## config.mk

```make
export PLATFORM = sky130hd
export DESIGN_NAME = rm_ecc_scrub_ctrl
export DESIGN_NICKNAME = d
export VERILOG_FILES = /design/src/rtl/rm_ecc_scrub_ctrl.sv
export SDC_FILE = /design/constraint.sdc
export NUM_CORES = 1
export LEC_CHECK = 0
export ABC_AREA = 1
export CORE_ASPECT_RATIO = 1.5
export CORE_MARGIN = 4
export CORE_UTILIZATION = 46
export DETAILED_ROUTE_END_ITERATION = 7
export PLACE_DENSITY = 0.87
export RECOVER_POWER = 50
export SYNTH_ARGS = -nofsm -noshare
export SYNTH_HDL_FRONTEND = slang
export SYNTH_SLANG_ARGS = --single-unit
```

## constraint.sdc

```tcl
create_clock -name clk -period 2.29 [get_ports clk]
set_input_delay 0.458 -clock clk [delete_from_list [all_inputs] [get_ports clk]]
set_output_delay 0.458 -clock clk [all_outputs]
set_load 0.1 [all_outputs]
```

## src/rtl/rm_ecc_scrub_ctrl.sv

```systemverilog
// Background scrubber for the Reed-Muller ECC core: walks memory, decodes each
// codeword, and writes back re-encoded data whenever the core corrected an error.
module rm_ecc_scrub_ctrl #(
   parameter int unsigned DATA_WIDTH  = 8,
   parameter int unsigned CW_WIDTH    = 16,
   parameter int unsigned ADDR_WIDTH  = 8,
   parameter int unsigned DEPTH       = 256,
   parameter int unsigned COUNT_WIDTH = 16
) (
   input  logic                   clk,
   input  logic                   rst_n,
   input  logic                   start,
   input  logic                   abort,
   output logic                   busy,
   output logic                   done,
   output logic                   mem_req,
   output logic                   mem_we,
   output logic [ADDR_WIDTH-1:0]  mem_addr,
   output logic [CW_WIDTH-1:0]    mem_wdata,
   input  logic                   mem_gnt,
   input  logic                   mem_rvalid,
   input  logic [CW_WIDTH-1:0]    mem_rdata,
   output logic                   ecc_encode_en,
   output logic                   ecc_decode_en,
   output logic [DATA_WIDTH-1:0]  ecc_data_in,
   output logic [63:0]            ecc_codeword_in,
   input  logic [63:0]            ecc_codeword_out,
   input  logic [DATA_WIDTH-1:0]  ecc_data_out,
   input  logic                   ecc_error_detected,
   input  logic                   ecc_error_corrected,
   input  logic                   ecc_valid_out,
   output logic [COUNT_WIDTH-1:0] corr_count,
   output logic [COUNT_WIDTH-1:0] uncorr_count,
   output logic [ADDR_WIDTH-1:0]  last_err_addr,
   output logic                   last_err_valid
);

   typedef enum logic [3:0] {
      IDLE, RD_REQ, RD_WAIT, DEC, DEC_WAIT, ENC, ENC_WAIT, WR_REQ, NEXT
   } state_t;

   localparam logic [ADDR_WIDTH-1:0] LAST_ADDR = ADDR_WIDTH'(DEPTH - 1);

   state_t                state;
   logic [ADDR_WIDTH-1:0] addr;

   // Only the low CW_WIDTH bits of the encoded codeword are stored.
   logic unused_cw_bits;
   assign unused_cw_bits = ^(ecc_codeword_out >> CW_WIDTH);

   always_ff @(posedge clk or negedge rst_n) begin
      if (!rst_n) begin
         state           <= IDLE;
         addr            <= '0;
         busy            <= 1'b0;
         done            <= 1'b0;
         mem_req         <= 1'b0;
         mem_we          <= 1'b0;
         mem_addr        <= '0;
         mem_wdata       <= '0;
         ecc_encode_en   <= 1'b0;
         ecc_decode_en   <= 1'b0;
         ecc_data_in     <= '0;
         ecc_codeword_in <= '0;
         corr_count      <= '0;
         uncorr_count    <= '0;
         last_err_addr   <= '0;
         last_err_valid  <= 1'b0;
      end else begin
         done          <= 1'b0;
         ecc_encode_en <= 1'b0;
         ecc_decode_en <= 1'b0;
         if (abort && state != IDLE) begin
            state   <= IDLE;
            busy    <= 1'b0;
            mem_req <= 1'b0;
            mem_we  <= 1'b0;
         end else begin
            case (state)
               IDLE: if (start) begin
                  state          <= RD_REQ;
                  addr           <= '0;
                  busy           <= 1'b1;
                  mem_req        <= 1'b1;
                  mem_we         <= 1'b0;
                  mem_addr       <= '0;
                  corr_count     <= '0;
                  uncorr_count   <= '0;
                  last_err_valid <= 1'b0;
               end
               RD_REQ: if (mem_gnt) begin
                  state   <= RD_WAIT;
                  mem_req <= 1'b0;
               end
               // The read word is captured straight into the decode-input register.
               RD_WAIT: if (mem_rvalid) begin
                  state           <= DEC;
                  ecc_codeword_in <= 64'(mem_rdata);
                  ecc_decode_en   <= 1'b1;
               end
               DEC: state <= DEC_WAIT;
               DEC_WAIT: begin
                  if (ecc_error_corrected) begin
                     state         <= ENC;
                     ecc_data_in   <= ecc_data_out;
                     ecc_encode_en <= 1'b1;
                     if (corr_count != '1) corr_count <= corr_count + 1'b1;
                  end else if (ecc_error_detected) begin
                     state          <= NEXT;
                     last_err_addr  <= addr;
                     last_err_valid <= 1'b1;
                     if (uncorr_count != '1) uncorr_count <= uncorr_count + 1'b1;
                  end else begin
                     state <= NEXT;
                  end
               end
               ENC: state <= ENC_WAIT;
               ENC_WAIT: if (ecc_valid_out) begin
                  state     <= WR_REQ;
                  mem_wdata <= ecc_codeword_out[CW_WIDTH-1:0];
                  mem_req   <= 1'b1;
                  mem_we    <= 1'b1;
               end
               WR_REQ: if (mem_gnt) begin
                  state   <= NEXT;
                  mem_req <= 1'b0;
                  mem_we  <= 1'b0;
               end
               NEXT: begin
                  if (addr == LAST_ADDR) begin
                     state <= IDLE;
                     busy  <= 1'b0;
                     done  <= 1'b1;
                  end else begin
                     state    <= RD_REQ;
                     addr     <= addr + 1'b1;
                     mem_addr <= addr + 1'b1;
                     mem_req  <= 1'b1;
                     mem_we   <= 1'b0;
                  end
               end
               default: state <= IDLE;
            endcase
         end
      end
   end

endmodule
```

After elaboration in Yosys (flattened, before gate mapping) --
Index checks and enable logic that the tools add are counted.
Cells by class: add/sub/neg operators 3, equal/unequal tests 26, reduce and logical (&&, ||, !) cells 21, bitwise logic cells 2, mux-type cells 45
Operators with widths (count):
- 16-bit two-way mux | 6
- 16-bit one-hot mux with 2 select lines | 2
- 4-bit one-hot mux with 9 select lines | 1
- 16-bit by 1-bit adder with 16-bit output (second input constant) | 2
- 16-bit inequality test (second input constant) | 2
- 4-bit two-way mux | 7
- 5-bit AND reduction | 5
- 1-bit two-way mux | 22
- 3-bit inequality test (second input constant) | 7
- 4-bit by 3-bit equality test with 1-bit output (second input constant) | 4
- 8-bit two-way mux | 2
- 8-bit one-hot mux with 2 select lines | 1
- 2-bit inequality test (second input constant) | 7
- 3-bit AND reduction | 4
- 5-bit nonzero test | 2
- 8-bit by 1-bit adder with 8-bit output (second input constant) | 1
- 4-bit by 2-bit equality test with 1-bit output (second input constant) | 2
- 8-bit equality test (second input constant) | 1
- 1-bit one-hot mux with 4 select lines | 2
- 4-bit AND reduction | 2
- 6-bit AND reduction | 1
- 4-bit by 1-bit equality test with 1-bit output (second input constant) | 1
- 4-bit equality test (second input constant) | 1
- 4-bit zero test | 1
- 8 further kinds | 11
Storage, ports and cells: word-level logic and storage cells 112, input port bits 97, flip-flop bits (word level) 99, output and inout port bits 143

Longest topological paths before layout --
depth after elaboration 5, mapped depth 11

Worst setup path before layout --
OpenSTA, ideal clock, no wires.
kind reg-to-reg, start register corr_count[0], end register corr_count[2], library setup time 0.076 ns, required time 2.214 ns, clock period less this slack 2.282 ns, cell stages (with the launch flop) 9, buffers on the path 1, path slack 0.008 ns, arrival time 2.205 ns, cells stage by stage dfrtp_1 -> ha_1 -> nand3_1 -> nor3_1 -> nand4_1 -> nand2_1 -> buf_2 -> nand2_1 -> o21ai_1
Between the ends: longest elaborated chain between the ends 4, elaborated cells on any way between the ends 7
Ends and longest elaborated chain:
- start: declaration | line 32 | output logic [COUNT_WIDTH-1:0] corr_count,
- start signal: assignment | line 107 | if (corr_count != '1) corr_count <= corr_count + 1'b1;
- 16-bit by 1-bit adder with 16-bit output | line 107
- 16-bit two-way mux | line 107
- 16-bit two-way mux | line 103 | if (ecc_error_corrected) begin
- 16-bit one-hot mux with 2 select lines | line 79 | case (state)
Several ways; a longest one is shown, not always the timed one. The select of a mux whose other input is x is not followed. A chain may end at the register's enable or synchronous reset.

Final worst setup path --
start register uncorr_count[0], end register uncorr_count[14]
Between the ends: longest elaborated chain between the ends 5, elaborated cells on any way between the ends 8
Ends and longest elaborated chain:
- start: declaration | line 33 | output logic [COUNT_WIDTH-1:0] uncorr_count,
- start signal: assignment | line 112 | if (uncorr_count != '1) uncorr_count <= uncorr_count + 1'b1;
- 16-bit by 1-bit adder with 16-bit output | line 112
- 16-bit two-way mux | line 112
- 16-bit two-way mux | line 108 | end else if (ecc_error_detected) begin
- 16-bit two-way mux | line 103
- 16-bit one-hot mux with 2 select lines | line 79
Several ways; a longest one is shown, not always the timed one. The select of a mux whose other input is x is not followed.

==> results.yml <==
status:
  status: "finished, final reports clean"
floorplan:
  dieWidth_um: 96.09
  die_area_sq_um: 13460
  ios: 240
  initial_core_util: 0.4667
  row_count: 48
  core-area_sq_um: 11470
  die_y_um: 140.1
setup_path:
  cp_slowest_cell: "dfrtp_1"
  setup.worst_path.end: "uncorr_count[14]"
  critPathKind: "reg -> reg"
  crit_family: "simple AND/OR/NAND/NOR gates"
  crit_buf_inv: 2
  path_depth: 10
  worst-r2r-cell-count: 10
  cp_max_fo: 6
  crit_top_cell: "nand2_1"
  cp-startpoint: "uncorr_count[0]"
  reg2reg_setup_slack_ns: 0.40
  critical_path.cell_chain: "ha_1 -> nand2_1 -> inv_1 -> nand2_1 -> nor2_1 -> nand3_1 -> nand3_1 -> inv_1 -> nand2_1 -> nand2_1"
  cp_data_arrival_time_ns: 2.11
  reg2reg_to: "uncorr_count[14]"
  start_kind: "flip-flop"
  max_stage_delay_ns: 0.40
  endpoint_kind: "flip-flop"
  reg2reg_from: "uncorr_count[0]"
  worst_ep_required_time_ns: 2.51
run:
  maxCapViolations: 0
layout:
  finish.utilization: 0.5860
  fin_nets: 927
  seq_area_sq_um: 2477
  diodes: 0
  drive_gt1_frac: 0.1865
  fillers: 1059
  layout.cells.non_filler: 981
  multi_input_area_sq_um: 2395
  area_growth_pct: 25.54
global_route:
  antenna_found_initial: 0
  grt_max_degree: 40
  grt_pass1_vias: 4532
  grt_pass1_wl_um: 20980
  gr-usage-all-layers: 0.1961
  gr-total-overflow: 0
logic_synthesis:
  synthCells: 676
  synthMostInstantiatedCell: "nand2_1"
  avgSynthCellArea_sq_um: 7.920
  syn_area_sq_um: 5354
  synth_top_area_frac: 0.4627
  synth.distinct_cells: 34
  async_flop_share: 1.000
  synth_flop_cell: "dfrtp_1"
  synth_area_leaders: "dfrtp_1 46%, nand2_1 16%, buf_4 7.3%"
  synth-edff-count: 0
  synth-seq-cells: 99
  yosysTopAreaCell: "dfrtp_1"
  yosys_warnings: 0
  seq_area_frac_synth: 0.4627
  yosys-top-cells-count: "227 x nand2_1, 99 x dfrtp_1, 53 x inv_1"
timing:
  tns_ns: 0
  hold_viol_final: 0
  skew_ns: 0.008000
  rsz0062_at_grt: "false"
  drv_slew: 0
  fin_ws_ns: 0.4035
  timing.fmax_ghz: 0.5301
  setup_viol: 0
  relSlewSlack: 0.3287
  fin_crit_ns: 1.887
  fin_crit_sh: 0.8238
  tightest_slew_ns: 1.007
hold_path:
  hp-class: "in -> async"
clock_network:
  insertion_delay_ns: 0.34
  cts_root_buf: "clkbuf_16"
  cts.sinks: 99
  ctsHoldBuffers: 0
  clk_pin_slew_worst_paths_ns: 0.07
  numCtsBuffers: 9
  cts_tree: "yes"
  cts_resized: 0
  clockBufferDepth: 2
  post-cts-setup-buffers: 0
  cts_max_level: 3
route:
  drc: 0
  drt_iter0_drc: 222
  drtPass1Iterations: 4
  wl_um: 12790
  wl_per_cell_um: 13.03
  routed-via-count: 4694
  ant_nets: 0
  vias_per_cell: 4.785
power:
  power_density_nw_per_um2: 1239
  p_leak_nw: 3.491
  p_total_mw: 8.330
  peakVddDrop_mv: 1.248
placement:
  gp_congestion: 0.9139
  dp_slack_ns: 0.2512
  dp.cells: 966
  port_buffers: 143
  dp_hpwl_um: 9922
[through the flow]
stage                     hold WS (ns)  instance area (sq um)
after floorplan                 0.1624                   5530
after global placement          0.4478                   6566
after detailed placement        0.4492                   6566
after CTS                      0.08480                   6857
after global routing            0.3063                   6721
final                           0.2195                   6721
[registers in the layout (all words and copies together) (netlist names)]
register	count
mem_wdata	16
corr_count	16
ecc_encode_en	1
mem_req	1
state	4
addr	8
done	1
mem_we	1
last_err_addr	8
last_err_valid	1
ecc_codeword_in	16
uncorr_count	16
busy	1
ecc_data_in	8
ecc_decode_en	1
[metal layers]
layer  share of wire  vias to the layer above  track usage
li1                -                     2360            -
met1            0.38                     2161       0.2232
met2            0.54                      148       0.3469
met3           0.056                       25      0.03546
met4           0.028                        0      0.08846
met5               0                        -            0
[worst min-delay path by stage]
stage / start / depth (start not counted) / end / slack, ns
4_1_cts: rst_n / 1 / uncorr_count[5] / 0.08
5_1_grt: rst_n / 1 / uncorr_count[5] / 0.31
3_3_place_gp: rst_n / 1 / uncorr_count[5] / 0.45
3_5_place_dp: rst_n / 1 / uncorr_count[5] / 0.45
6_report: rst_n / 1 / uncorr_count[5] / 0.22
2_1_floorplan: rst_n / 0 / addr[0] / 0.16
[cell usage in the layout, fill, tap and decap left out, types with 2 or more instances in the layout]
master	netlist	routed
mux2_2	10	10
nor3_1	13	13
clkdlybuf4s50_1	0	47
nand2_2	4	4
conb_1	1	48
inv_1	53	53
o21ai_0	22	22
nand3b_1	2	2
nand2_1	227	227
dfrtp_1	99	99
xor2_1	8	8
buf_4	52	59
o21ai_1	25	25
clkinv_2	0	2
nand4_1	11	11
mux2_1	9	9
inv_2	4	4
or2_2	4	4
nor2_1	48	49
nand2_4	2	2
ha_1	3	3
nand3_1	51	51
o21bai_1	3	3
clkbuf_16	0	9
clkbuf_2	0	48
nor2_4	3	3
nor2_2	5	4
[power by group]
part	switching [mW]	internal [mW]	total [mW]
registers	0.219	2.09	2.31
logic	3.76	0.761	4.52
clock network	0.660	0.844	1.50
[cell type report]
class / instances / share of cell area
clock buffer: 9 / 0.03351
sequential: 99 / 0.3686
inverter: 58 / 0.03239
tap: 150 / 0.02792
multi-input combinational: 505 / 0.3563
clock inverter: 6 / 0.009680
timing repair buffer: 154 / 0.1716
[kinds of logic after synthesis]
group	after synthesis	synth area share
and+or+nand+nor	374	0.3019
buffers and inverters	119	0.1225
DFF	99	0.4627
AOI/OAI and AO/OA	52	0.05048
muxes	19	0.03996
xor gates and xnor gates	9	0.01472
adders and majority gates	3	0.007012
other	1	0.0007004
No activity file was read; power rests on OpenSTA's default activity.
